$ cat src/rtl/lamp_safety_monitor_pkg.sv
// Shared lamp encodings, fault causes and monitor states for the lamp safety monitor.
// violation_code() ranks the checks on the current lamp codes; the lowest code has the highest priority.
package lamp_safety_monitor_pkg;

    localparam logic [3:0] C_NONE   = 4'b0000;
    localparam logic [3:0] C_GREEN  = 4'b0001;
    localparam logic [3:0] C_LEFT   = 4'b0010;
    localparam logic [3:0] C_YELLOW = 4'b0100;
    localparam logic [3:0] C_RED    = 4'b1000;

    localparam logic [1:0] W_NONE    = 2'b00;
    localparam logic [1:0] W_GREEN   = 2'b01;
    localparam logic [1:0] W_RED     = 2'b10;
    localparam logic [1:0] W_ILLEGAL = 2'b11;

    localparam logic [2:0] F_NONE      = 3'd0;
    localparam logic [2:0] F_CROSS_CAR = 3'd1;
    localparam logic [2:0] F_E_WALK    = 3'd2;
    localparam logic [2:0] F_N_WALK    = 3'd3;
    localparam logic [2:0] F_ILLEGAL   = 3'd4;

    typedef enum logic [1:0] {
        MONITOR         = 2'd0,
        FAULT_HOLD      = 2'd1,
        FAULT_CLEARABLE = 2'd2
    } monitor_state_t;

    function automatic logic car_moving(input logic [3:0] ct);
        return (ct == C_GREEN) || (ct == C_LEFT) || (ct == C_YELLOW);
    endfunction

    // A one-hot or zero code clears its lowest set bit to zero.
    function automatic logic car_illegal(input logic [3:0] ct);
        return (ct & (ct - 4'd1)) != 4'd0;
    endfunction

    function automatic logic [2:0] violation_code(input logic [3:0] e_ct, input logic [1:0] e_wt,
                                                  input logic [3:0] n_ct, input logic [1:0] n_wt);
        if (car_moving(e_ct) && car_moving(n_ct))
            return F_CROSS_CAR;
        else if (e_wt == W_GREEN && e_ct != C_RED)
            return F_E_WALK;
        else if (n_wt == W_GREEN && n_ct != C_RED)
            return F_N_WALK;
        else if (car_illegal(e_ct) || car_illegal(n_ct) || e_wt == W_ILLEGAL || n_wt == W_ILLEGAL)
            return F_ILLEGAL;
        else
            return F_NONE;
    endfunction

endpackage

$ cat src/rtl/lamp_blink_tick.sv
// Blink prescaler: counts TICK_DIV clocks per half-period, pulses tick on the last one and toggles phase.
// restart puts the count at zero with phase high so the first blink cycle is lit.
module lamp_blink_tick #(
    parameter int TICK_DIV = 25000000
) (
    input  logic clk,
    input  logic reset_n,
    input  logic restart,
    input  logic enable,
    output logic tick,
    output logic phase
);

    localparam int CW = $clog2(TICK_DIV + 1);

    logic [CW-1:0] tick_cnt;

    assign tick = enable && (tick_cnt == CW'(TICK_DIV - 1));

    always_ff @(posedge clk) begin
        if (!reset_n) begin
            tick_cnt <= '0;
            phase    <= 1'b0;
        end else if (restart) begin
            tick_cnt <= '0;
            phase    <= 1'b1;
        end else if (tick) begin
            tick_cnt <= '0;
            phase    <= ~phase;
        end else if (enable) begin
            tick_cnt <= tick_cnt + CW'(1);
        end
    end

endmodule

$ cat src/rtl/lamp_safety_monitor.sv
// Registers the E/N lamp codes to the pins and latches a fault on persistent conflicting indications.
// While faulted, car lamps flash yellow and walker lamps go dark until an operator clear is accepted.
module lamp_safety_monitor
    import lamp_safety_monitor_pkg::*;
#(
    parameter int TICK_DIV         = 25000000,
    parameter int CONFLICT_CYCLES  = 2,
    parameter int CLEAR_HOLD_TICKS = 4
) (
    input  logic       clk,
    input  logic       reset_n,
    input  logic [3:0] i_e_ct,
    input  logic [1:0] i_e_wt,
    input  logic [3:0] i_n_ct,
    input  logic [1:0] i_n_wt,
    input  logic       i_clear,
    output logic [3:0] o_e_ct,
    output logic [1:0] o_e_wt,
    output logic [3:0] o_n_ct,
    output logic [1:0] o_n_wt,
    output logic       o_fault,
    output logic [2:0] o_fault_code
);

    localparam int PW = $clog2(CONFLICT_CYCLES + 1);
    localparam int HW = $clog2(CLEAR_HOLD_TICKS + 1);

    monitor_state_t state, state_next;

    logic [PW-1:0] persist_cnt;
    logic [HW-1:0] hold_cnt;
    logic [3:0]    e_ct_q, n_ct_q;
    logic [1:0]    e_wt_q, n_wt_q;
    logic [2:0]    viol;
    logic          any_viol, trip, clear_ok, hold_done, faulted;
    logic          tick, phase;

    assign viol      = violation_code(i_e_ct, i_e_wt, i_n_ct, i_n_wt);
    assign any_viol  = (viol != F_NONE);
    assign trip      = (state == MONITOR) && any_viol && (persist_cnt == PW'(CONFLICT_CYCLES - 1));
    assign clear_ok  = (state == FAULT_CLEARABLE) && i_clear && !any_viol;
    assign hold_done = (state == FAULT_HOLD) && tick && (hold_cnt == HW'(CLEAR_HOLD_TICKS - 1));
    assign faulted   = (state != MONITOR);

    lamp_blink_tick #(
        .TICK_DIV (TICK_DIV)
    ) u_blink (
        .clk     (clk),
        .reset_n (reset_n),
        .restart (trip),
        .enable  (faulted),
        .tick    (tick),
        .phase   (phase)
    );

    always_comb begin
        state_next = state;
        case (state)
            MONITOR:         if (trip)      state_next = FAULT_HOLD;
            FAULT_HOLD:      if (hold_done) state_next = FAULT_CLEARABLE;
            FAULT_CLEARABLE: if (clear_ok)  state_next = MONITOR;
            default:                        state_next = MONITOR;
        endcase
    end

    // The fault code is sticky across a clear; only a new trip or reset replaces it.
    always_ff @(posedge clk) begin
        if (!reset_n) begin
            state        <= MONITOR;
            persist_cnt  <= '0;
            hold_cnt     <= '0;
            o_fault_code <= F_NONE;
            e_ct_q       <= C_NONE;
            e_wt_q       <= W_NONE;
            n_ct_q       <= C_NONE;
            n_wt_q       <= W_NONE;
        end else begin
            state  <= state_next;
            e_ct_q <= i_e_ct;
            e_wt_q <= i_e_wt;
            n_ct_q <= i_n_ct;
            n_wt_q <= i_n_wt;

            if (clear_ok || !any_viol)
                persist_cnt <= '0;
            else if (persist_cnt != PW'(CONFLICT_CYCLES))
                persist_cnt <= persist_cnt + PW'(1);

            if (trip || clear_ok)
                hold_cnt <= '0;
            else if (state == FAULT_HOLD && tick)
                hold_cnt <= hold_cnt + HW'(1);

            if (trip)
                o_fault_code <= viol;
        end
    end

    assign o_fault = faulted;
    assign o_e_ct  = faulted ? (phase ? C_YELLOW : C_NONE) : e_ct_q;
    assign o_n_ct  = faulted ? (phase ? C_YELLOW : C_NONE) : n_ct_q;
    assign o_e_wt  = faulted ? W_NONE : e_wt_q;
    assign o_n_wt  = faulted ? W_NONE : n_wt_q;

endmodule

$ cat config.mk
export PLATFORM = sky130hd
export DESIGN_NAME = lamp_safety_monitor
export DESIGN_NICKNAME = d
export VERILOG_FILES = /design/src/rtl/lamp_safety_monitor_pkg.sv /design/src/rtl/lamp_blink_tick.sv /design/src/rtl/lamp_safety_monitor.sv
export SDC_FILE = /design/constraint.sdc
export NUM_CORES = 1
export LEC_CHECK = 0
export CORE_ASPECT_RATIO = 0.9
export CORE_MARGIN = 2
export CORE_UTILIZATION = 55
export CTS_BUF_LIST = sky130_fd_sc_hd__clkbuf_8 sky130_fd_sc_hd__clkbuf_16
export CTS_CLUSTER_SIZE = 28
export DETAILED_ROUTE_END_ITERATION = 10
export MAX_ROUTING_LAYER = met4
export PLACE_DENSITY = 0.8
export SLEW_MARGIN = 40
export SYNTH_ARGS = -nofsm -noshare
export SYNTH_HDL_FRONTEND = slang
export SYNTH_HIERARCHICAL = 1
export SYNTH_SLANG_ARGS = --single-unit
export TNS_END_PERCENT = 20
$ cat constraint.sdc
create_clock -name clk -period 2.7 [get_ports clk]
set_input_delay 0.81 -clock clk [delete_from_list [all_inputs] [get_ports clk]]
set_output_delay 0.81 -clock clk [all_outputs]
set_load 0.1 [all_outputs]
Word-level counts from Yosys, hierarchy flattened
Cells that the tools add are included.
{"block": "word_totals", "ff_bits": 48, "output_inout_bits": 16, "wordCells": 85}
{"block": "op_classes", "addsub": 5, "eq_ne": 21, "n_mux": 15, "bitwise": 4, "reduce_logical": 30}
{"operator": "25-bit by 1-bit adder with 25-bit output, second input constant", "count": 1}
{"operator": "25-bit == test, second input constant", "count": 1}
{"operator": "3-bit 2-to-1 mux", "count": 5}
{"operator": "1-bit logical AND", "count": 10}
{"operator": "2-bit 2-to-1 mux", "count": 5}
{"operator": "1-bit logical OR", "count": 9}
{"operator": "4-bit AND", "count": 2}
{"operator": "2-bit by 1-bit == test with 1-bit output, second input constant", "count": 4}
{"operator": "4-bit by 1-bit == test with 1-bit output, second input constant", "count": 2}
{"operator": "4-bit by 2-bit == test with 1-bit output, second input constant", "count": 2}
{"operator": "4-bit by 3-bit == test with 1-bit output, second input constant", "count": 2}
{"operator": "4-bit 2-to-1 mux", "count": 2}
{"operator": "2-bit inequality test, second input constant", "count": 4}
{"operator": "4-bit inequality test, second input constant", "count": 2}
{"operator": "4-bit nonzero test", "count": 2}
{"operator": "4-bit by 1-bit subtractor with 4-bit output, second input constant", "count": 2}
{"operator": "2-bit == test, second input constant", "count": 3}
{"operator": "2-bit case mux with 3 select lines", "count": 1}
{"operator": "2-bit nonzero test", "count": 2}
{"operator": "2-bit OR reduction", "count": 2}
{"operator": "3-bit by 1-bit adder with 3-bit output, second input constant", "count": 1}
{"operator": "3-bit by 2-bit == test with 1-bit output, second input constant", "count": 1}
{"operator": "3-bit AND reduction", "count": 1}
{"operator": "3-bit nonzero test", "count": 1}
{"operator": "6 further kinds", "count": 8}

Longest topological paths before layout
{"block": "logic_depth", "ltp_word": 15, "depth_mapped": 12, "depth_no_buf": 10}

Hierarchy
Netlist, hierarchy kept.
{"module": "lamp_blink_tick", "instances": 1, "cells_each": 152, "area_per_inst_um2": 1287.5, "seq_area_each_um2": 520.5}
{"module": "lamp_safety_monitor", "instances": 1, "cells_each": 122, "area_per_inst_um2": 1106.1, "seq_area_each_um2": 440.4}

Least setup slack after synthesis
Ideal clock, no wire load.
{"block": "synth_timing", "kind": "register -> register", "from": "register state[0]", "to": "register hold_cnt[1]", "setup_time_ps": 87, "arrival_time_ps": 2735, "setup_slack_ps": -122, "stages_incl_launch_ff": 11, "path_cell_list": "dfxtp_1 nor2_1 inv_1 buf_4 nand4_2 buf_2 or2_1 nor3_1 nand3b_1 mux2i_1 nor4b_4"}
{"block": "synth_via", "elab_cells_between_ends": 12, "cone_classes": "2 x eq/ne; 10 x reduce/logical"}
{"element": "start, declared", "line": "lamp_safety_monitor.sv:28", "source": "monitor_state_t state, state_next;"}
{"element": "start signal, assigned", "line": "lamp_safety_monitor.sv:78", "source": "state <= state_next;"}
{"element": "2-bit nonzero test", "line": "lamp_safety_monitor.sv:43", "source": "assign faulted = (state != MONITOR);"}
{"element": "named net o_fault", "line": "lamp_safety_monitor.sv:21", "source": "output logic o_fault,"}
{"element": "1-bit logical AND", "line": "lamp_blink_tick.sv:18", "source": "assign tick = enable && (tick_cnt == CW'(TICK_DIV - 1));"}
{"element": "named net tick", "line": "lamp_safety_monitor.sv:36", "source": "logic tick, phase;"}
{"element": "1-bit logical AND", "line": "lamp_safety_monitor.sv:91", "source": "else if (state == FAULT_HOLD && tick)"}
{"element": "end signal, assigned", "line": "lamp_safety_monitor.sv:92", "source": "hold_cnt <= hold_cnt + HW'(1);"}
{"element": "end, declared", "line": "lamp_safety_monitor.sv:31", "source": "logic [HW-1:0] hold_cnt;"}
The timed path passes the listed nets, and every way through them passes these cells.
A chain may end at the register's enable or synchronous reset.

Worst setup path in the final report
{"block": "layout_timing", "from": "input port i_n_ct[1]", "to": "register u_blink.phase"}
{"block": "layout_via", "elab_chain_len": 14, "elab_cells_between_ends": 23, "cone_classes": "1 x add/sub; 4 x eq/ne; 5 x mux; 1 x bitwise; 12 x reduce/logical"}
{"element": "start, declared", "line": "lamp_safety_monitor.sv:14", "source": "input logic [3:0] i_n_ct,"}
{"element": "4-bit by 1-bit subtractor with 4-bit output", "line": "lamp_safety_monitor_pkg.sv:34", "source": "return (ct & (ct - 4'd1)) != 4'd0;"}
{"element": "4-bit AND", "line": "lamp_safety_monitor_pkg.sv:34"}
{"element": "4-bit nonzero test", "line": "lamp_safety_monitor_pkg.sv:34"}
{"element": "1-bit logical OR (3 in series)", "line": "lamp_safety_monitor_pkg.sv:45", "source": "else if (car_illegal(e_ct) || car_illegal(n_ct) || e_wt == W_ILLEGAL || n_wt == W_ILLEGAL)"}
{"element": "3-bit 2-to-1 mux", "line": "lamp_safety_monitor_pkg.sv:45"}
{"element": "3-bit 2-to-1 mux", "line": "lamp_safety_monitor_pkg.sv:43", "source": "else if (n_wt == W_GREEN && n_ct != C_RED)"}
{"element": "3-bit 2-to-1 mux", "line": "lamp_safety_monitor_pkg.sv:41", "source": "else if (e_wt == W_GREEN && e_ct != C_RED)"}
{"element": "3-bit 2-to-1 mux (*)", "line": "lamp_safety_monitor_pkg.sv:39", "source": "if (car_moving(e_ct) && car_moving(n_ct))"}
{"element": "3-bit nonzero test (*)", "line": "lamp_safety_monitor.sv:39", "source": "assign any_viol = (viol != F_NONE);"}
{"element": "1-bit logical AND (*) (2 in series)", "line": "lamp_safety_monitor.sv:40", "source": "assign trip = (state == MONITOR) && any_viol && (persist_cnt == PW'(CONFLICT_CYCLES - 1));"}
{"element": "named net trip", "line": "lamp_safety_monitor.sv:35", "source": "logic any_viol, trip, clear_ok, hold_done, faulted;"}
{"element": "1-bit 2-to-1 mux / 2-bit nonzero test (equally long branches)"}
{"element": "end signal, assigned", "line": "lamp_blink_tick.sv:29", "source": "phase <= ~phase;"}
{"element": "end, declared", "line": "lamp_blink_tick.sv:11", "source": "output logic phase"}
The timed path passes the listed nets; every way through them passes the cells marked *.

==> metrics <==
Synthesis Warnings=6; LEAKAGE=1.11 nW; nets=about 340; most frequent cells in the layout=48 x dfxtp_1, 28 x nand2_1, 22 x and2_1, 19 x buf_4; Ant. Diodes=0; vias in the first global route=1871; DR vias/cell=between 5 and 6; DRC Markers=0; register area share after synthesis=40.1%; WHS Path Cells=2; core box area=0.00413 mm^2; gr ovfl total=0; Yosys cell types=50; WL final=5.23 mm; Post-synth ARST share=0%; Max Clk Rate=0.389 GHz; Data arrival, critical path=2.76 ns; post-DP HPWL=3.79 mm; maximum number of pins on one net before global-route repair=24; CP Data Required Time=2.89 ns; path depth of the worst reg2reg path=6; H-tree levels=2; GPL Wtd Cong=0.888; Max IR drop VDD=0.519 mV; pin slew with the least headroom to its limit=0.468 ns; global-route wire length before repair=8.52 mm; die area=0.00490 mm^2; Setup Crit Path Kind=primary input to flip-flop; Tmin final=2.57 ns; Die Ht=66.6 um; maximum fanout along the worst path=7; maximum clock insertion buffer count=2; Post-Place Cell Area=0.00298 mm^2; HP Class=flip-flop to flip-flop; layout cells sized above 1=17.2%; dominant synthesized flop cell=dfxtp_1; Num CTS Buffers=5; final clock skew=0.0117 ns; num rows=22; final antenna-violating net count=0; initial core utilization=between 50% and 60%; synthesized area per cell=8.74 um^2; DR WL/cell=14.2 um; Synth Net Count=between 200 and 300; post-CTS sizing=0; Final Hold Viols=0; most common cell after layout, fill and taps aside=dfxtp_1; Vias=2140; count of final setup violators=0; Post-synth EDFFs=0; relative slew slack=slightly below 70%; Top Ports=31; status=complete, no violations; Layout Area Growth over Synthesis=29.5%; Post-Layout Cell Count=368; unrepaired setup endpoints after global routing=no; CTS tree=done; Mapped Area=0.00239 mm^2; Reg clk slew, reported paths=approximately 0.08 ns; initial DRC count=129; PortBufs=30; Placed Cells=360; design area=0.00310 mm^2; Pre-Repair DR Iteration Count=4; Max Cap Viol=0; worst skew pair latency=0.30 ns; crit share post-route=95.1%; Die Wd=73.5 um; Post-Synthesis Cells=274; Post-CTS Setup Inserts=0; hold_buf cts=0; CTS root buffer=clkbuf_8; CTS sink cnt=48; post-synthesis register bit count=48; setup_tns=0 ns; Total GRT Usage=22.8%; pwr dens=709 mW/mm^2; Final Max Tran Viols=0; Setup crit start kind=primary input; initial antenna violation count=0; crit path capture type=flip-flop
==> cell type report <==
type                       instances  area (um^2)
clock buffer                       5         68.8
tap                               48         60.1
fill                             293         1030
clock inverter                     3         42.5
inverter                          12         48.8
sequential                        48          961
timing repair buffer              47          563
multi-input combinational        205         1360
==> worst paths after layout <==
| path | start | end | slack (ns) |
|---|---|---|---|
| max reg2reg | state[0]$_SDFFE_PN0P_ | u_blink/tick_cnt[23]$_SDFFE_PP0P_ | 0.27 |
| max | i_n_ct[1] | u_blink/phase$_SDFFE_PN0P_ | 0.13 |
| min reg2reg | o_fault_code[0]$_SDFFE_PN0P_ | o_fault_code[0]$_SDFFE_PN0P_ | 0.48 |
| min | o_fault_code[0]$_SDFFE_PN0P_ | o_fault_code[0]$_SDFFE_PN0P_ | 0.48 |
==> cell usage after synthesis (all sizes together), types with 4 or more instances <==
cell | count | area [um^2]
inv | 12 | 45.0
nand3 | 6 | 30.0
xnor2 | 10 | 87.6
nand2 | 28 | 105
or3 | 7 | 43.8
a21oi | 20 | 123
and2 | 22 | 138
nor3 | 7 | 35.0
or4 | 9 | 71.3
clkbuf | 5 | 20.0
nor4 | 5 | 31.3
nand4 | 10 | 68.8
dfxtp | 48 | 961
o31ai | 5 | 37.5
buf | 4 | 22.5
o21ai | 15 | 75.1
nor2 | 18 | 67.6
ha | 5 | 62.6
==> worst max-delay path, stage by stage <==
cell	delay [ns]
clkdlybuf4s50_1	0.49
or4b_4	0.58
o2bb2ai_2	0.16
a21oi_4	0.16
a21oi_4	0.08
buf_4	0.18
o31a_1	0.30
==> per-layer routing <==
layer  global-route usage, %  routed length (um)
met1                    28.9                2510
met2                    36.4                2470
met3                    3.93                 176
met4                    8.64                  71
met5                       -                   0
==> state kept, by name, indices dropped and copies added, names as in the netlist <==
signal / count
e_ct_q: 4
persist_cnt: 2
u_blink/tick_cnt: 25
n_ct_q: 4
u_blink/phase: 1
hold_cnt: 3
state: 2
n_wt_q: 2
o_fault_code: 3
e_wt_q: 2
==> cell families (layout without fill, tap and decap cells) <==
| kind of cell | count (synthesis) | count (layout) | share of synthesized area [%] |
|---|---|---|---|
| and+or+nand+nor | 132 | 132 | 32.3 |
| buffers and inverters | 21 | 67 | 3.66 |
| DFF | 48 | 48 | 40.1 |
| muxes | 3 | 3 | 1.25 |
| adders and majority gates | 5 | 5 | 2.61 |
| AOI/OAI and AO/OA | 52 | 52 | 15.3 |
| xor gates and xnor gates | 13 | 13 | 4.76 |
==> where the power goes <==
part           leakage (nW)  internal, mW  switching, mW
logic                 0.661         0.314          0.564
registers             0.391         0.759         0.0419
clock network        0.0541         0.274          0.243
total                  1.11          1.35          0.849
==> per-stage QoR <==
step,util [%],hold WS (ns),power [mW],setup slack [ns]
final,75.1,0.480,2.20,0.132
after detailed placement,72.1,0.474,1.69,-0.198
after global routing,75.1,0.504,2.28,0.0292
after floorplan,-,0.447,1.39,-0.0395
after CTS,74.8,0.486,2.20,0.115
after global placement,72.1,0.457,1.67,-0.119
Note: power is estimated with default switching activity, not from simulation.
